<file path="src/rtl/mem_port_arbiter.sv">
// mem_port_arbiter: round-robin arbiter between the processor memory port
// (master 0, cpu_*) and the host DMA port (master 1, host_*) in front of a
// single downstream memory port. Each master owns one pending slot; exactly
// one downstream transaction is in flight at a time.
//
// Handshake: a master presents a one-cycle read or write strobe with address
// and data. The strobe is accepted only while that master's busy is low, and
// busy rises on the following cycle. Busy stays high until the transaction
// completes, so a master with busy high must not strobe. Downstream, a
// one-cycle memory_*_req is followed by memory_busy rising and then falling.
// The fall marks completion. If memory_busy never rises, the transaction is
// forced complete after BUSY_TIMEOUT cycles.
module mem_port_arbiter #(
  parameter int BUSY_TIMEOUT = 16,
  parameter int ADDR_W       = 26
) (
  input  logic              clk,
  input  logic              reset,
  // master 0: processor port
  input  logic              cpu_read_req,
  input  logic              cpu_write_req,
  input  logic [ADDR_W-1:0] cpu_addr,
  input  logic [31:0]       cpu_data_write,
  output logic [31:0]       cpu_data_read,
  output logic              cpu_busy,
  // master 1: host DMA port
  input  logic              host_read_req,
  input  logic              host_write_req,
  input  logic [ADDR_W-1:0] host_addr,
  input  logic [31:0]       host_data_write,
  output logic [31:0]       host_data_read,
  output logic              host_busy,
  // downstream memory port
  output logic              memory_read_req,
  output logic              memory_write_req,
  output logic [ADDR_W-1:0] memory_addr,
  output logic [31:0]       memory_data_write,
  input  logic [31:0]       memory_data_read,
  input  logic              memory_busy,
  // debug readout
  output logic [1:0]        err_sticky,
  output logic              timeout_sticky,
  output logic [1:0]        dbg_state
);

  typedef enum logic [1:0] {
    ST_IDLE      = 2'd0,
    ST_ISSUE     = 2'd1,
    ST_WAIT_BUSY = 2'd2,
    ST_WAIT_DONE = 2'd3
  } state_t;

  localparam int               CNT_W    = $clog2(BUSY_TIMEOUT) + 1;
  localparam logic [CNT_W-1:0] CNT_LAST = CNT_W'(BUSY_TIMEOUT - 1);

  // FSM and arbitration state
  state_t            r_state;
  state_t            w_state_nxt;
  logic              r_grant;
  logic              w_grant_nxt;
  logic              r_last_grant;
  logic [CNT_W-1:0]  r_cnt;

  // per-master pending slots, indexed by master number
  logic [1:0]        r_slot_valid;
  logic [1:0]        r_slot_we;
  logic [ADDR_W-1:0] r_slot_addr  [2];
  logic [31:0]       r_slot_wdata [2];
  logic [31:0]       r_data_read  [2];

  // downstream address/data registers, held between issues
  logic [ADDR_W-1:0] r_mem_addr;
  logic [31:0]       r_mem_wdata;

  // sticky debug flags
  logic [1:0]        r_err;
  logic              r_timeout;

  // master request bundles, indexed by master number
  logic [1:0]        w_rd;
  logic [1:0]        w_wr;
  logic [ADDR_W-1:0] w_addr  [2];
  logic [31:0]       w_wdata [2];

  // FSM decode
  logic              w_grant_load;
  logic              w_issue;
  logic              w_complete;
  logic              w_timeout;
  logic              w_cnt_inc;

  assign w_rd       = {host_read_req, cpu_read_req};
  assign w_wr       = {host_write_req, cpu_write_req};
  assign w_addr[0]  = cpu_addr;
  assign w_addr[1]  = host_addr;
  assign w_wdata[0] = cpu_data_write;
  assign w_wdata[1] = host_data_write;

  // Next-state, grant selection and completion decode
  always_comb begin
    w_state_nxt  = r_state;
    w_grant_nxt  = r_grant;
    w_grant_load = 1'b0;
    w_issue      = 1'b0;
    w_complete   = 1'b0;
    w_timeout    = 1'b0;
    w_cnt_inc    = 1'b0;
    case (r_state)
      ST_IDLE: begin
        if (|r_slot_valid) begin
          w_grant_load = 1'b1;
          // a tie goes to the master that was not served last; otherwise
          // the single valid slot wins
          if (&r_slot_valid) begin
            w_grant_nxt = ~r_last_grant;
          end else begin
            w_grant_nxt = r_slot_valid[1];
          end
          w_state_nxt = ST_ISSUE;
        end
      end
      ST_ISSUE: begin
        w_issue     = 1'b1;
        w_state_nxt = ST_WAIT_BUSY;
      end
      ST_WAIT_BUSY: begin
        if (memory_busy) begin
          w_state_nxt = ST_WAIT_DONE;
        end else if (r_cnt == CNT_LAST) begin
          w_complete  = 1'b1;
          w_timeout   = 1'b1;
          w_state_nxt = ST_IDLE;
        end else begin
          w_cnt_inc = 1'b1;
        end
      end
      ST_WAIT_DONE: begin
        if (!memory_busy) begin
          w_complete  = 1'b1;
          w_state_nxt = ST_IDLE;
        end
      end
      default: begin
        w_state_nxt = ST_IDLE;
      end
    endcase
  end

  // FSM state, grant, wait counter and downstream address/data registers
  always_ff @(posedge clk) begin
    if (reset) begin
      r_state      <= ST_IDLE;
      r_grant      <= 1'b0;
      r_last_grant <= 1'b1;
      r_cnt        <= '0;
      r_mem_addr   <= '0;
      r_mem_wdata  <= '0;
    end else begin
      r_state <= w_state_nxt;
      if (w_grant_load) begin
        r_grant    <= w_grant_nxt;
        r_mem_addr <= r_slot_addr[w_grant_nxt];
        // reads leave the write-data bus at its last written value
        if (r_slot_we[w_grant_nxt]) begin
          r_mem_wdata <= r_slot_wdata[w_grant_nxt];
        end
      end
      if (w_issue) begin
        r_cnt <= '0;
      end else if (w_cnt_inc) begin
        r_cnt <= r_cnt + 1'b1;
      end
      if (w_complete) begin
        r_last_grant <= r_grant;
      end
    end
  end

  // Pending slots: load on an accepted strobe, clear on completion
  always_ff @(posedge clk) begin
    if (reset) begin
      r_slot_valid <= '0;
      r_slot_we    <= '0;
      for (int m = 0; m < 2; m++) begin
        r_slot_addr[m]  <= '0;
        r_slot_wdata[m] <= '0;
      end
    end else begin
      for (int m = 0; m < 2; m++) begin
        if (w_complete && (r_grant == 1'(m))) begin
          r_slot_valid[m] <= 1'b0;
        end else if ((w_rd[m] || w_wr[m]) && !r_slot_valid[m]) begin
          // read and write together keeps the write
          r_slot_valid[m] <= 1'b1;
          r_slot_we[m]    <= w_wr[m];
          r_slot_addr[m]  <= w_addr[m];
          r_slot_wdata[m] <= w_wdata[m];
        end
      end
    end
  end

  // Read-data capture for the granted master on read completion
  always_ff @(posedge clk) begin
    if (reset) begin
      r_data_read[0] <= '0;
      r_data_read[1] <= '0;
    end else if (w_complete && !r_slot_we[r_grant]) begin
      r_data_read[r_grant] <= memory_data_read;
    end
  end

  // Sticky error and timeout flags, cleared only by reset
  always_ff @(posedge clk) begin
    if (reset) begin
      r_err     <= '0;
      r_timeout <= 1'b0;
    end else begin
      for (int m = 0; m < 2; m++) begin
        if (w_rd[m] && w_wr[m]) begin
          r_err[1] <= 1'b1;
        end
        if ((w_rd[m] || w_wr[m]) && r_slot_valid[m]) begin
          r_err[0] <= 1'b1;
        end
      end
      if (w_timeout) begin
        r_timeout <= 1'b1;
      end
    end
  end

  assign cpu_data_read     = r_data_read[0];
  assign host_data_read    = r_data_read[1];
  assign cpu_busy          = r_slot_valid[0];
  assign host_busy         = r_slot_valid[1];
  assign memory_read_req   = w_issue && !r_slot_we[r_grant];
  assign memory_write_req  = w_issue && r_slot_we[r_grant];
  assign memory_addr       = r_mem_addr;
  assign memory_data_write = r_mem_wdata;
  assign err_sticky        = r_err;
  assign timeout_sticky    = r_timeout;
  assign dbg_state         = r_state;

endmodule

</file>
<file path="config.mk">
export PLATFORM = sky130hd
export DESIGN_NAME = mem_port_arbiter
export DESIGN_NICKNAME = d
export VERILOG_FILES = /design/src/rtl/mem_port_arbiter.sv
export SDC_FILE = /design/constraint.sdc
export NUM_CORES = 1
export LEC_CHECK = 0
export BUFFER_PORTS_ARGS = -buffer_cell sky130_fd_sc_hd__buf_2
export CAP_MARGIN = 20
export CORE_MARGIN = 4
export CORE_UTILIZATION = 50
export DETAILED_ROUTE_END_ITERATION = 6
export GPL_TIMING_DRIVEN = 0
export PLACE_DENSITY_LB_ADDON = 0.15
export SKIP_LAST_GASP = 1
export SYNTH_ARGS = -nofsm -noshare
export SYNTH_HDL_FRONTEND = slang
export SYNTH_SLANG_ARGS = --single-unit
</file>
<file path="constraint.sdc">
create_clock -name clk -period 4.2 [get_ports clk]
set_input_delay 0.42 -clock clk [delete_from_list [all_inputs] [get_ports clk]]
set_output_delay 0.42 -clock clk [all_outputs]
set_load 0.005 [all_outputs]
</file>
==> results.md <==
- Outcome: finished clean
- Clock insertion delay at the later pin of the skew report: between 0.5 and 0.6 ns
- FMAX: roughly 360 MHz
- DIE AREA: around 0.023 mm²
- Syn. warnings: 0
- Clock Skew: 0.00563 ns
- Total track usage: between 20% and 30%
- Initial antenna violation count: 1
- Critical Path Start Type: flop
- P&R area growth vs syn: 26.1%
- LEAKAGE: between 5 and 6 nW
- Critical R2R Launch: r_cnt[0]
- Tcrit/Tclk final: between 60% and 70%
- Min-Delay Endpoint: r_slot_addr[0][2]
- CP required: 4.35 ns
- Nets@finish: 1206
- Max Cap Viol: 0
- CTS-repair resized insts: 0
- Die H: 151 µm
- Final WL: 23700 µm
- Crit Path Max Fanout: 32
- Root buf cell: clkbuf_16
- CTS max path bufs: 3
- Most used DFF post-synth: edfxtp_1
- FF-to-FF path depth: 7
- Setup crit end kind: flop
- Final Slew Violations: 0
- Hold-fix buffers, CTS: 0
- Post-synth ARST share: 0%
- Worst-path clk slew: about 0.06 ns
- Hold crit path type: in -> reg
- Post-synthesis sequential area ratio: between 60% and 70%
- Routability cong.: 0.801
- R2R Path End: r_data_read[1][26]
- Hold depth: 2
- Multi-input gate area: 0.00305 mm²
- Placed instance count: roughly 1300
- IO buf count: about 290
- Cells after synthesis: 736
- Post-synth EDFFs: 180
- WS Path Type: reg -> reg
- GRT Residual Overflow: 0
- Worst IR drop on VDD: roughly 0.38 mV
- Fillers: 1551
- Total CTS buffers: 26
- WL per Instance: around 18 µm
- Final HPWL DP: approximately 17000 µm
- DRC: 0
- Power per cell area: ~490 mW/mm²
- R2R setup slack: around 1.4 ns
- Htree depth: 1
- Register area: between 0.006 and 0.007 mm²
- Vias in the first global route: a little under 7000
- CTS tree: done
- Endpoints failing setup: 0
- Via density: 5.09
- Die W: between 150 and 200 µm
- Worst EP arrival: a little under 3 ns
- Starting Density: between 50% and 60%
- Share of cells above drive strength 1: a little under two fifths
- Library cells used by synthesis: 46
- CORE AREA: approximately 0.020 mm²
- 1st-pass router iterations: 4
- Post-CTS setup buffers: 0
- Syn Nets: roughly 890
- Non-filler instance count after layout: 1340
- Via Count: roughly 6800
- Post-Syn Area per Cell: 13.9 µm²
- Min cycle time layout: roughly 2.8 ns
- Final hold violation count: 0
- Fin util: approximately 64%
- Actual slew at the worst max-slew pin: about 0.90 ns
- Num rows: 52
- Relative slew slack: between 40% and 50%
- Number of synthesized register bits: 254
- DR iter-0 viols: roughly 300
- Global-route wire length before repair: 36100 µm
- RSZ-0062 raised after global routing: no
- Largest net degree at the start of global routing: 59
- Hold path startpoint: cpu_addr[2]
- Post-DRT Antenna Nets: 0
- Clock sinks: about 250
- Num ports: between 200 and 300
- Synthesized area: between 0.01 and 0.015 mm²
## kinds of logic after synthesis
| logic type | share of synthesized area [%] |
|---|---|
| AO/OA/AOI/OAI | 11.3 |
| XOR/XNOR | 0.257 |
| adder cells (fa/ha/maj) | 0.245 |
| buffers and inverters | 2.90 |
| flip-flops | 67.4 |
| multiplexers | 3.53 |
| AND/OR/NAND/NOR | 14.4 |
## sequential cells by signal, summed over array words and instances, names as in the netlist, 2 cells and up
register / flops
memory_data_write: 32
memory_addr: 26
err_sticky: 2
dbg_state: 2
r_slot_wdata: 64
r_cnt: 5
r_slot_valid: 2
r_data_read: 64
r_slot_addr: 52
r_slot_we: 2
## worst max-delay path by stage
stage	startpoint	endpoint	slack, ns	depth (start not counted)
5_1_grt	r_cnt[1]	r_data_read[1][17]	1.14	7
3_3_place_gp	reset	r_slot_wdata[0][30]	-0.32	4
4_1_cts	r_cnt[0]	r_data_read[1][2]	1.32	7
6_report	r_cnt[0]	r_data_read[1][26]	1.39	7
2_1_floorplan	r_cnt[0]	r_slot_addr[0][0]	1.0	6
3_5_place_dp	reset	r_slot_wdata[0][4]	1.25	4
## power by group
group	internal (mW)	total (mW)	switching, mW	leakage (nW)
sequential	2.93	3.03	0.100	2.53
clock	1.42	2.37	0.943	0.433
combinational	0.382	0.879	0.497	2.53
total	4.74	6.28	1.54	5.49
## layout make-up
type | instances | area share, %
Sequential cell | 254 | 53.5
Clock inverter | 17 | 1.52
Multi-Input combinational cell | 424 | 23.6
Tap cell | 270 | 2.62
Inverter | 5 | 0.146
Buffer | 53 | 2.16
Timing Repair Buffer | 285 | 11.1
Clock buffer | 31 | 5.36
Antenna cell | 1 | 0.0194
## layer usage
layer | part of all wire (%) | track usage [%] | vias up
met1 | 41 | 26.7 | 3200
met3 | 8.8 | 4.19 | 38
li1 | - | - | 3298
met4 | 2.0 | 4.85 | 0
met2 | 48 | 34.6 | 282
met5 | 0 | 0 | -
## Yosys cell counts (all sizes together) (2+ instances only)
| master | instances | area share, % |
|---|---|---|
| nand2b | 4 | 0.24 |
| nand2 | 29 | 1.1 |
| nor3b | 2 | 0.20 |
| o221ai | 27 | 3.0 |
| o21ai | 3 | 0.15 |
| buf | 23 | 1.6 |
| clkbuf | 30 | 1.2 |
| ha | 2 | 0.24 |
| edfxtp | 180 | 53 |
| and2 | 181 | 11 |
| dfxtp | 74 | 14 |
| and2b | 2 | 0.15 |
| mux2i | 36 | 3.5 |
| xor2 | 2 | 0.17 |
| nor4 | 2 | 0.24 |
| inv | 5 | 0.18 |
| a21oi | 60 | 3.0 |
| nor3 | 4 | 0.20 |
| a211oi | 34 | 4.1 |
| or2 | 5 | 0.31 |
| a31oi | 3 | 0.18 |
| o21bai | 2 | 0.15 |
| nor2 | 14 | 0.51 |
## critical path: stages (launching register included)
cell	delay (ns)
dfxtp_1	0.36
ha_1	0.18
and3_1	0.16
ha_1	0.20
or2_1	0.21
nand2_1	0.17
nor4_2	0.43
or2_2	0.73
## through the flow
stage | instance area (µm²) | hold WS, ns | TNS, ns | worst slack, ns | total power, mW
2_1_floorplan | 10200 | 0.428 | 0 | 0.998 | 3.60
3_3_place_gp | 12000 | 0.438 | -18.68 | -0.324 | 3.96
3_5_place_dp | 12000 | 0.442 | 0 | 1.25 | 3.97
4_1_cts | 12900 | 0.153 | 0 | 1.32 | 6.34
5_1_grt | 12900 | 0.157 | 0 | 1.14 | 6.55
6_report | 12900 | 0.172 | 0 | 1.39 | 6.28
## cells in the final DEF, fill, tap and decap left out, types with 3 or more instances in the layout
master,n
nand2b_1,3
bufinv_16,4
nor3_1,4
o221ai_2,11
mux2i_1,36
edfxtp_1,180
and2_1,181
a31oi_1,3
nand2_1,29
buf_4,5
o221ai_1,16
clkinv_2,7
dfxtp_1,74
clkbuf_2,4
a211oi_2,32
inv_1,5
clkbuf_1,30
nor2_1,14
buf_6,3
buf_2,298
clkbuf_16,27
a21oi_1,59
No activity file was read; power rests on OpenSTA's default activity.
